--- config.mk ---
export PLATFORM = sky130hd
export DESIGN_NAME = pipe_ex_mdu
export DESIGN_NICKNAME = d
export VERILOG_FILES = /design/src/rtl/pipe_ex_mdu.sv
export SDC_FILE = /design/constraint.sdc
export NUM_CORES = 2
export LEC_CHECK = 0
export BUFFER_PORTS_ARGS = -buffer_cell sky130_fd_sc_hd__buf_2
export CORE_MARGIN = 2
export CORE_UTILIZATION = 60
export DETAILED_ROUTE_END_ITERATION = 10
export PLACE_DENSITY = 0.85
export SETUP_SLACK_MARGIN = 0.1
export SLEW_MARGIN = 20
export SYNTH_ARGS = -nofsm -noshare
export SYNTH_HDL_FRONTEND = slang
export SYNTH_SLANG_ARGS = --single-unit
--- constraint.sdc ---
create_clock -name clk -period 9.9 [get_ports clk]
set_input_delay 0.99 -clock clk [delete_from_list [all_inputs] [get_ports clk]]
set_output_delay 0.99 -clock clk [all_outputs]
set_load 0.05 [all_outputs]
--- src/rtl/pipe_ex_mdu.sv ---
// pipe_ex_mdu: shared iterative RV64M multiply/divide unit beside the execute stage.
//
// One M-extension op is accepted at a time from any of ISSUE_NUM lanes (lowest
// valid lane wins). The execute pipe is held via stall while the unit iterates
// one bit per cycle (shift-add multiply, restoring divide). A single registered
// result pulse tagged with lane and rd is returned.
//
// Ports:
//   clk, rst       clock, asynchronous active-high reset
//   flush          kills any in-flight op, blocks acceptance in IDLE
//   req_valid      per-lane request
//   req_op         per-lane funct3 (3 bits/lane)
//   req_word32     per-lane W-form flag
//   req_a, req_b   per-lane rs1/rs2 (XLEN bits/lane)
//   req_rd         per-lane destination register (5 bits/lane)
//   req_grant      one-hot accepted lane (combinational)
//   stall          hold the execute pipe
//   resp_valid     one-cycle result pulse
//   resp_lane, resp_rd, resp_data   result tag and value (held outside DONE)
//
// Build option: define MDU_FAST_MUL_EN to compute MUL-class ops with a single
// wide multiplier (accept -> DONE); otherwise multiply iterates like divide.

module pipe_ex_mdu #(
    parameter int XLEN      = 64,
    parameter int ISSUE_NUM = 2,
    parameter int LANE_W    = (ISSUE_NUM > 1) ? $clog2(ISSUE_NUM) : 1
) (
    input  logic                      clk,
    input  logic                      rst,
    input  logic                      flush,
    input  logic [ISSUE_NUM-1:0]      req_valid,
    input  logic [ISSUE_NUM*3-1:0]    req_op,
    input  logic [ISSUE_NUM-1:0]      req_word32,
    input  logic [ISSUE_NUM*XLEN-1:0] req_a,
    input  logic [ISSUE_NUM*XLEN-1:0] req_b,
    input  logic [ISSUE_NUM*5-1:0]    req_rd,
    output logic [ISSUE_NUM-1:0]      req_grant,
    output logic                      stall,
    output logic                      resp_valid,
    output logic [LANE_W-1:0]         resp_lane,
    output logic [4:0]                resp_rd,
    output logic [XLEN-1:0]           resp_data
);

    localparam int CW = $clog2(XLEN);

    typedef enum logic [1:0] {S_IDLE, S_MUL, S_DIV, S_DONE} state_t;

    function automatic logic [XLEN-1:0] sext32(input logic [31:0] v);
        return {{(XLEN-32){v[31]}}, v};
    endfunction

    // Apply the result sign, pick low/high product half, then W-form extension.
    function automatic logic [XLEN-1:0] fin_mul(input logic [2*XLEN-1:0] p, input logic neg,
                                                input logic [2:0] op, input logic w);
        logic [2*XLEN-1:0] ps;
        logic [XLEN-1:0]   r;
        ps = neg ? -p : p;
        r  = (op == 3'd0 || w) ? ps[XLEN-1:0] : ps[2*XLEN-1:XLEN];
        return w ? sext32(r[31:0]) : r;
    endfunction

    state_t          state;
    logic [CW-1:0]   cnt;
    logic [2:0]      op_q;
    logic            w_q, negq_q, negr_q;
    logic [LANE_W-1:0] lane_q;
    logic [4:0]      rd_q;
    logic [XLEN-1:0] mcand;      // multiplicand (MUL) or divisor magnitude (DIV)
    logic [XLEN-1:0] hi, lo;     // MUL: {partial product, multiplier}; DIV: {remainder, dividend/quotient}

    // ---------------- lane selection ----------------
    int               sel_idx;
    logic             sel_found;
    logic [LANE_W-1:0] sel_lane;
    logic [2:0]       sel_op;
    logic             sel_w;
    logic [XLEN-1:0]  sel_a, sel_b;
    logic [4:0]       sel_rd;

    always_comb begin
        sel_found = 1'b0;
        sel_idx   = 0;
        sel_lane  = '0;
        // Descending scan so the lowest valid lane is the last one written.
        for (int i = ISSUE_NUM-1; i >= 0; i--) begin
            if (req_valid[i]) begin
                sel_found = 1'b1;
                sel_idx   = i;
                sel_lane  = LANE_W'(i);
            end
        end
        sel_op = req_op[sel_idx*3 +: 3];
        sel_w  = req_word32[sel_idx];
        sel_a  = req_a[sel_idx*XLEN +: XLEN];
        sel_b  = req_b[sel_idx*XLEN +: XLEN];
        sel_rd = req_rd[sel_idx*5 +: 5];
    end

    logic accept;
    assign accept = (state == S_IDLE) && !flush && sel_found;
    assign stall  = (state != S_IDLE) || (|req_valid);

    always_comb begin
        req_grant = '0;
        if (accept) req_grant[sel_idx] = 1'b1;
    end

    // ---------------- operand preparation ----------------
    logic            w_uns, a_sgn, b_sgn, sa, sb, is_div, div_zero, div_ovf;
    logic [XLEN-1:0] a_x, b_x, a_mag, b_mag, min_val, spec_res;

    always_comb begin
        w_uns    = (sel_op == 3'd5) || (sel_op == 3'd7);
        a_x      = sel_w ? (w_uns ? {{(XLEN-32){1'b0}}, sel_a[31:0]} : sext32(sel_a[31:0])) : sel_a;
        b_x      = sel_w ? (w_uns ? {{(XLEN-32){1'b0}}, sel_b[31:0]} : sext32(sel_b[31:0])) : sel_b;
        // MUL is handled unsigned: the low product bits do not depend on signedness.
        a_sgn    = (sel_op == 3'd1) || (sel_op == 3'd2) || (sel_op == 3'd4) || (sel_op == 3'd6);
        b_sgn    = (sel_op == 3'd1) || (sel_op == 3'd4) || (sel_op == 3'd6);
        sa       = a_sgn & a_x[XLEN-1];
        sb       = b_sgn & b_x[XLEN-1];
        a_mag    = sa ? -a_x : a_x;
        b_mag    = sb ? -b_x : b_x;
        is_div   = sel_op[2];
        min_val  = sel_w ? {{(XLEN-31){1'b1}}, {31{1'b0}}} : {1'b1, {(XLEN-1){1'b0}}};
        div_zero = is_div && (b_x == '0);
        div_ovf  = is_div && !sel_op[0] && (a_x == min_val) && (&b_x);
        // op[1] distinguishes REM* from DIV*.
        if (div_zero) spec_res = sel_op[1] ? a_x : '1;
        else          spec_res = sel_op[1] ? '0 : a_x;
        if (sel_w) spec_res = sext32(spec_res[31:0]);
    end

`ifdef MDU_FAST_MUL_EN
    logic [2*XLEN-1:0] fast_prod;
    logic [XLEN-1:0]   fast_res;
    always_comb begin
        fast_prod = {{XLEN{1'b0}}, a_mag} * {{XLEN{1'b0}}, b_mag};
        fast_res  = fin_mul(fast_prod, sa ^ sb, sel_op, sel_w);
    end
`endif

    // ---------------- one iteration step ----------------
    logic [XLEN:0]     mul_sum, div_r;
    logic [XLEN-1:0]   mul_hi_n, mul_lo_n, div_diff, div_hi_n, div_lo_n;
    logic              div_ge;
    logic [2*XLEN-1:0] prod_al;
    logic [XLEN-1:0]   mul_res, quo, rem, div_res;

    always_comb begin
        mul_sum  = {1'b0, hi} + (lo[0] ? {1'b0, mcand} : {(XLEN+1){1'b0}});
        mul_hi_n = mul_sum[XLEN:1];
        mul_lo_n = {mul_sum[0], lo[XLEN-1:1]};

        div_r    = {hi, lo[XLEN-1]};
        div_ge   = div_r >= {1'b0, mcand};
        div_diff = div_r[XLEN-1:0] - mcand;
        div_hi_n = div_ge ? div_diff : div_r[XLEN-1:0];
        div_lo_n = {lo[XLEN-2:0], div_ge};

        // A 32-iteration word multiply leaves the product XLEN-32 bits up.
        prod_al  = w_q ? ({mul_hi_n, mul_lo_n} >> (XLEN-32)) : {mul_hi_n, mul_lo_n};
        mul_res  = fin_mul(prod_al, negq_q, op_q, w_q);

        quo      = negq_q ? -div_lo_n : div_lo_n;
        rem      = negr_q ? -div_hi_n : div_hi_n;
        div_res  = op_q[1] ? rem : quo;
        if (w_q) div_res = sext32(div_res[31:0]);
    end

    // ---------------- control / datapath ----------------
    always_ff @(posedge clk or posedge rst) begin
        if (rst) begin
            state      <= S_IDLE;
            cnt        <= '0;
            resp_valid <= 1'b0;
            resp_lane  <= '0;
            resp_rd    <= '0;
            resp_data  <= '0;
            op_q       <= '0;
            w_q        <= 1'b0;
            negq_q     <= 1'b0;
            negr_q     <= 1'b0;
            lane_q     <= '0;
            rd_q       <= '0;
            mcand      <= '0;
            hi         <= '0;
            lo         <= '0;
        end else if (flush) begin
            state      <= S_IDLE;
            cnt        <= '0;
            resp_valid <= 1'b0;
        end else begin
            case (state)
                S_IDLE: begin
                    resp_valid <= 1'b0;
                    if (accept) begin
                        op_q   <= sel_op;
                        w_q    <= sel_w;
                        negq_q <= sa ^ sb;
                        negr_q <= sa;
                        lane_q <= sel_lane;
                        rd_q   <= sel_rd;
                        cnt    <= sel_w ? CW'(31) : CW'(XLEN-1);
                        if (div_zero || div_ovf) begin
                            resp_data  <= spec_res;
                            resp_lane  <= sel_lane;
                            resp_rd    <= sel_rd;
                            resp_valid <= 1'b1;
                            state      <= S_DONE;
                        end else if (is_div) begin
                            mcand <= b_mag;
                            hi    <= '0;
                            // Word dividends sit in the top 32 bits so 32 steps consume them.
                            lo    <= sel_w ? (a_mag << (XLEN-32)) : a_mag;
                            state <= S_DIV;
                        end else begin
`ifdef MDU_FAST_MUL_EN
                            resp_data  <= fast_res;
                            resp_lane  <= sel_lane;
                            resp_rd    <= sel_rd;
                            resp_valid <= 1'b1;
                            state      <= S_DONE;
`else
                            mcand <= a_mag;
                            hi    <= '0;
                            lo    <= b_mag;
                            state <= S_MUL;
`endif
                        end
                    end
                end
                S_MUL: begin
                    hi <= mul_hi_n;
                    lo <= mul_lo_n;
                    if (cnt == '0) begin
                        resp_data  <= mul_res;
                        resp_lane  <= lane_q;
                        resp_rd    <= rd_q;
                        resp_valid <= 1'b1;
                        state      <= S_DONE;
                    end else begin
                        cnt <= cnt - 1'b1;
                    end
                end
                S_DIV: begin
                    hi <= div_hi_n;
                    lo <= div_lo_n;
                    if (cnt == '0) begin
                        resp_data  <= div_res;
                        resp_lane  <= lane_q;
                        resp_rd    <= rd_q;
                        resp_valid <= 1'b1;
                        state      <= S_DONE;
                    end else begin
                        cnt <= cnt - 1'b1;
                    end
                end
                default: begin  // S_DONE
                    resp_valid <= 1'b0;
                    state      <= S_IDLE;
                end
            endcase
        end
    end

endmodule

==> impl_metrics.yaml, run 1 <==
run_status:
  outcome: "aborted with a tool error"
  flow.stopped_at: "global routing"
  firstError: "[ERROR GRT-0116] Global routing finished with congestion. Check the congestion regions in the DRC Viewer."
grt:
  grt_pass1_vias: 54800
  grt_start_max_net_pins: 173
  grt_first_pass_wirelength_um: 369000
  grtUsageTotal_pct: 66.6
  overflow: 2
clock_tree:
  postCtsResizedCells: 0
  cts-root-buf: "clkbuf_16"
  numCtsBuffers: 37
  clock_path_buffers: 3
  cts_hold_buf: 0
  cts_setup_buffers: 0
  htree_levels: 2
  cts_sinks: 283
synth:
  syn-cell-area_sq_um: 43000
  ys_seq_area_share_pct: 16.5
  async_reset_ff_share_pct: 100
  synth_nets: 6724
  ys.flop_type: "dfrtp_1"
  synth_cell_types: 105
  ys_seq_elements: 283
  syn_inst: 6304
  syn_avg_cell_area_sq_um: 6.83
  synth_edf_count: 0
  yosys_warnings: 0
floorplanning:
  chipHeight_um: 272
  die_x_um: 272
  io_pins: 353
  num_rows: 98
  initial_core_util_pct: 60.4
placement:
  port-buffer-count: 352
  dpl.hpwl_um: 187000
  gp_congestion: 1.26
  place_inst: 7217
  dpl_cell_area_sq_um: 45200
routing by layer:
| layer | overflow | track usage, % |
|---|---|---|
| met5 | 0 | 12.5 |
| met4 | 0 | 64.9 |
| met3 | 0 | 43.5 |
| met2 | 2 | 88.2 |
| met1 | 0 | 68.5 |
synth_stat cells (83+ instances only):
cell type  instances  share of area (%)
xnor2_1          201                4.1
ha_1             139                4.0
xor2_1           179                3.6
a211oi_1         103                1.8
a31oi_1           98                1.4
nand4_1          118                1.7
inv_1            114               0.99
a21oi_1          539                6.3
nor2_1           621                5.4
o31ai_1          165                2.9
nand2_1          827                7.2
clkbuf_1         415                3.6
a221oi_1          83                1.7
nor3_1           180                2.1
mux2i_1          183                4.3
dfrtp_1          283                 16
o21ai_0          532                6.2
nand3_1          116                1.3
cell families after synthesis:
logic type               after synthesis  synth area share (%)
AND/OR/NAND/NOR                     2379                  26.2
AO/OA/AOI/OAI                       2227                  33.7
buffers and inverters                639                  5.74
XOR/XNOR                             380                  7.73
flip-flops                           283                  16.5
multiplexers                         211                  4.99
adder cells (fa/ha/maj)              185                  5.16
through the flow:
step                util (%)  hold slack [ns]  setup WS [ns]
floorplan                  -            0.450           1.10
global placement        63.4            0.461           2.42
detailed placement      63.4            0.465           2.21
CTS                     65.2            0.478           2.76
==> run 2, diff against run 1 <==
--- a/config.mk
+++ b/config.mk
@@ -7,10 +7,9 @@
 export LEC_CHECK = 0
 export BUFFER_PORTS_ARGS = -buffer_cell sky130_fd_sc_hd__buf_2
 export CORE_MARGIN = 2
-export CORE_UTILIZATION = 60
+export CORE_UTILIZATION = 40
 export DETAILED_ROUTE_END_ITERATION = 10
-export PLACE_DENSITY = 0.85
-export SETUP_SLACK_MARGIN = 0.1
+export PLACE_DENSITY_LB_ADDON = 0.15
 export SLEW_MARGIN = 20
 export SYNTH_ARGS = -nofsm -noshare
 export SYNTH_HDL_FRONTEND = slang
==> run 2 against run 1 <==
  * The flow now finishes without violations
  * Synthesized area stayed put
  * Synthesized cell count stayed put
==> impl_metrics.yaml, run 2 <==
sta:
  grt_setup_unrepaired: "no"
  min_period_ns: 8.12
  finalHoldViolations: 0
  finalSetupTns_ns: 0
  post-route-period-util_pct: 82.1
  setup_viol_count_final: 0
  finClkSkew_ns: 0.0301
  drv_slew: 0
  worst_pin_slew_ns: 1.31
  relSlewSlack_pct: 12.3
  fmax_ghz: 0.123
synth:
  synth-adder-area-share_pct: 5.16
  synth_edf_count: 0
  synthSimpleGateAreaFrac_pct: 26.2
  synth_xor_area_share_pct: 7.73
  synth_compound_area_share_pct: 33.7
  syn_inst: 6304
  synthMuxAreaShare_pct: 4.99
  ys_seq_elements: 283
  ys.flop_type: "dfrtp_1"
  synth_area_leaders: "dfrtp_1 (16%), nand2_1 (7.2%), a21oi_1 (6.3%), o21ai_0 (6.2%), nor2_1 (5.4%)"
  synth_cell_types: 105
  syn_avg_cell_area_sq_um: 6.83
  synth.most_common_cell: "nand2_1"
  synth_top_area_share_pct: 16.5
  synth_top_family_by_area: "compound AO/OA/AOI/OAI gates"
  synthTopCellsByCount: "nand2_1 (827), nor2_1 (621), a21oi_1 (539)"
  async_reset_ff_share_pct: 100
  syn-cell-area_sq_um: 43000
  yosys_warnings: 0
  ys_seq_area_share_pct: 16.5
  synth_area_leader_cell: "dfrtp_1"
  synth_nets: 6724
cells_and_area:
  layout_common_cells: "nand2_1 (825), nor2_1 (619), a21oi_1 (538), o21ai_0 (525), buf_2 (352)"
  drive_gt1_share_pct: 12.0
  fillers: 11400
  final_common_cell: "nand2_1"
  multi_input_area_sq_um: 33800
  seq_area_sq_um: 7090
  fin_nets: 6760
  areaGrowthSynthToFinish_pct: 10.6
setup_path:
  cp.arrival_ns: 8.65
  required_ns: 10.42
  r2r_start: "lo[0]"
  start_kind: "flip-flop"
  ff2ff_path_depth: 17
  cp-startpoint: "lo[0]"
  setup.worst_path.end_class: "flip-flop"
  crit_type: "reg -> reg"
  critPathMaxFanout: 37
grt:
  grt_start_max_net_pins: 193
  overflow: 0
  grt_pass1_vias: 50500
  grt_first_pass_wirelength_um: 391000
  grtUsageTotal_pct: 49.3
  antenna_found_initial: 16
drt:
  wl_per_cell_um: 36.2
  routed_wl_um: 282000
  drtIter0Drc: 7835
  vias: 55000
  firstDrtPassIters: 10
  post-route-drc-count: 0
  via_per_inst: 7.06
  drtAntennaViolNets: 0
floorplanning:
  core_sq_um: 107000
  io_pins: 353
  die_x_um: 332
  chipHeight_um: 332
  die-area_sq_um: 110000
  initial_core_util_pct: 40.3
  num_rows: 120
placement:
  gp_congestion: 1.13
  dpl.hpwl_um: 225000
  port-buffer-count: 352
clock_tree:
  htree_levels: 2
  cts_hold_buf: 0
  clkTransAtPathRegs_ns: 0.07
  cts-root-buf: "clkbuf_16"
  cts_sinks: 283
  numCtsBuffers: 40
  clk_latency_ns: 0.65
  clock_path_buffers: 3
  postCtsResizedCells: 0
  cts_tree: "built"
  cts_setup_buffers: 0
power_and_ir_drop:
  peakVddDrop_mv: 0.231
  leakage_nw: 18.9
  power.total_mw: 16.2
  power_density_nw_per_um2: 341
flow_run:
  drv_cap: 0
run_status:
  outcome: "complete, no violations"
hold_path:
  hp-class: "reg -> reg"
  hold_start: "resp_data[11]"
  min_path_cells: 1
-- run 2: cell counts after synthesis --
Identical to the previous run, type by type.
-- run 2: cell families after synthesis --
group,count (synthesis)
simple gates,2379
buf+inv,639
flops,283
fa+ha+maj,185
mux,211
xor+xnor,380
compound gates,2227
-- run 2: power breakdown --
group / switching [mW] / total [mW] / internal (mW)
Sequential: 0.709 / 2.30 / 1.59
Clock: 0.687 / 1.60 / 0.918
Combinational: 9.09 / 12.3 / 3.25
-- run 2: final timing paths --
kind / slack (ns) / endpoint
max in group asynchronous: 7.94 / negr_q
worst min register to register: 0.48 / resp_data[11]
min in group asynchronous: 0.53 / mcand[7]
worst min-delay path: 0.48 / resp_data[11]
worst max register to register: 1.78 / resp_data[29]
worst max-delay path: 1.78 / resp_data[29]
-- run 2: per-stage QoR --
step           instances  instance area (sq um)  utilization [%]  hold WS (ns)  setup WS, ns
6_report            7785                  47600             44.5         0.477          1.78
5_1_grt             7774                  47600             44.5         0.503          1.74
4_1_cts             7769                  47400             44.4         0.478          2.33
3_5_place_dp        7696                  46000             43.1         0.465          2.01
3_3_place_gp        7695                  46000             43.0         0.457          2.10
2_1_floorplan       6304                  43000                -         0.450          1.10
-- run 2: critical path, cell delays in order (launching register included) --
cell and delay [ns]:
dfrtp_1 0.47, inv_2 0.56, nor2_1 0.19, fa_1 0.48
a211oi_1 0.38, o21ai_1 0.29, a211oi_1 0.73, o21ai_1 0.31
a211oi_1 1.06, o211ai_1 0.35, a21o_1 0.31, nor4_1 0.69
nand3_1 0.47, or3_1 0.49, and2_1 0.18, xnor2_1 0.44
o21ai_0 0.22, a221o_1 0.37
-- run 2: metal layers --
metal	wire length, um	share of wire [%]	GRT usage, %	up-vias
met3	30800	11	13.0	1122
li1	-	-	-	23600
met2	118000	42	73.8	4014
met4	31700	11	44.7	14
met1	101000	36	57.6	26200
met5	106	0.038	0.0434	-
-- run 2: layout make-up --
cell class                 count  area share, %
inverter                     121          0.973
tap                         1403           3.69
timing repair buffer         512           6.40
antenna                       11         0.0578
multi-input combinational   5382           71.0
clock buffer                  52           2.35
sequential                   283           14.9
clock inverter                21          0.628
No activity file was read; power rests on OpenSTA's default activity.
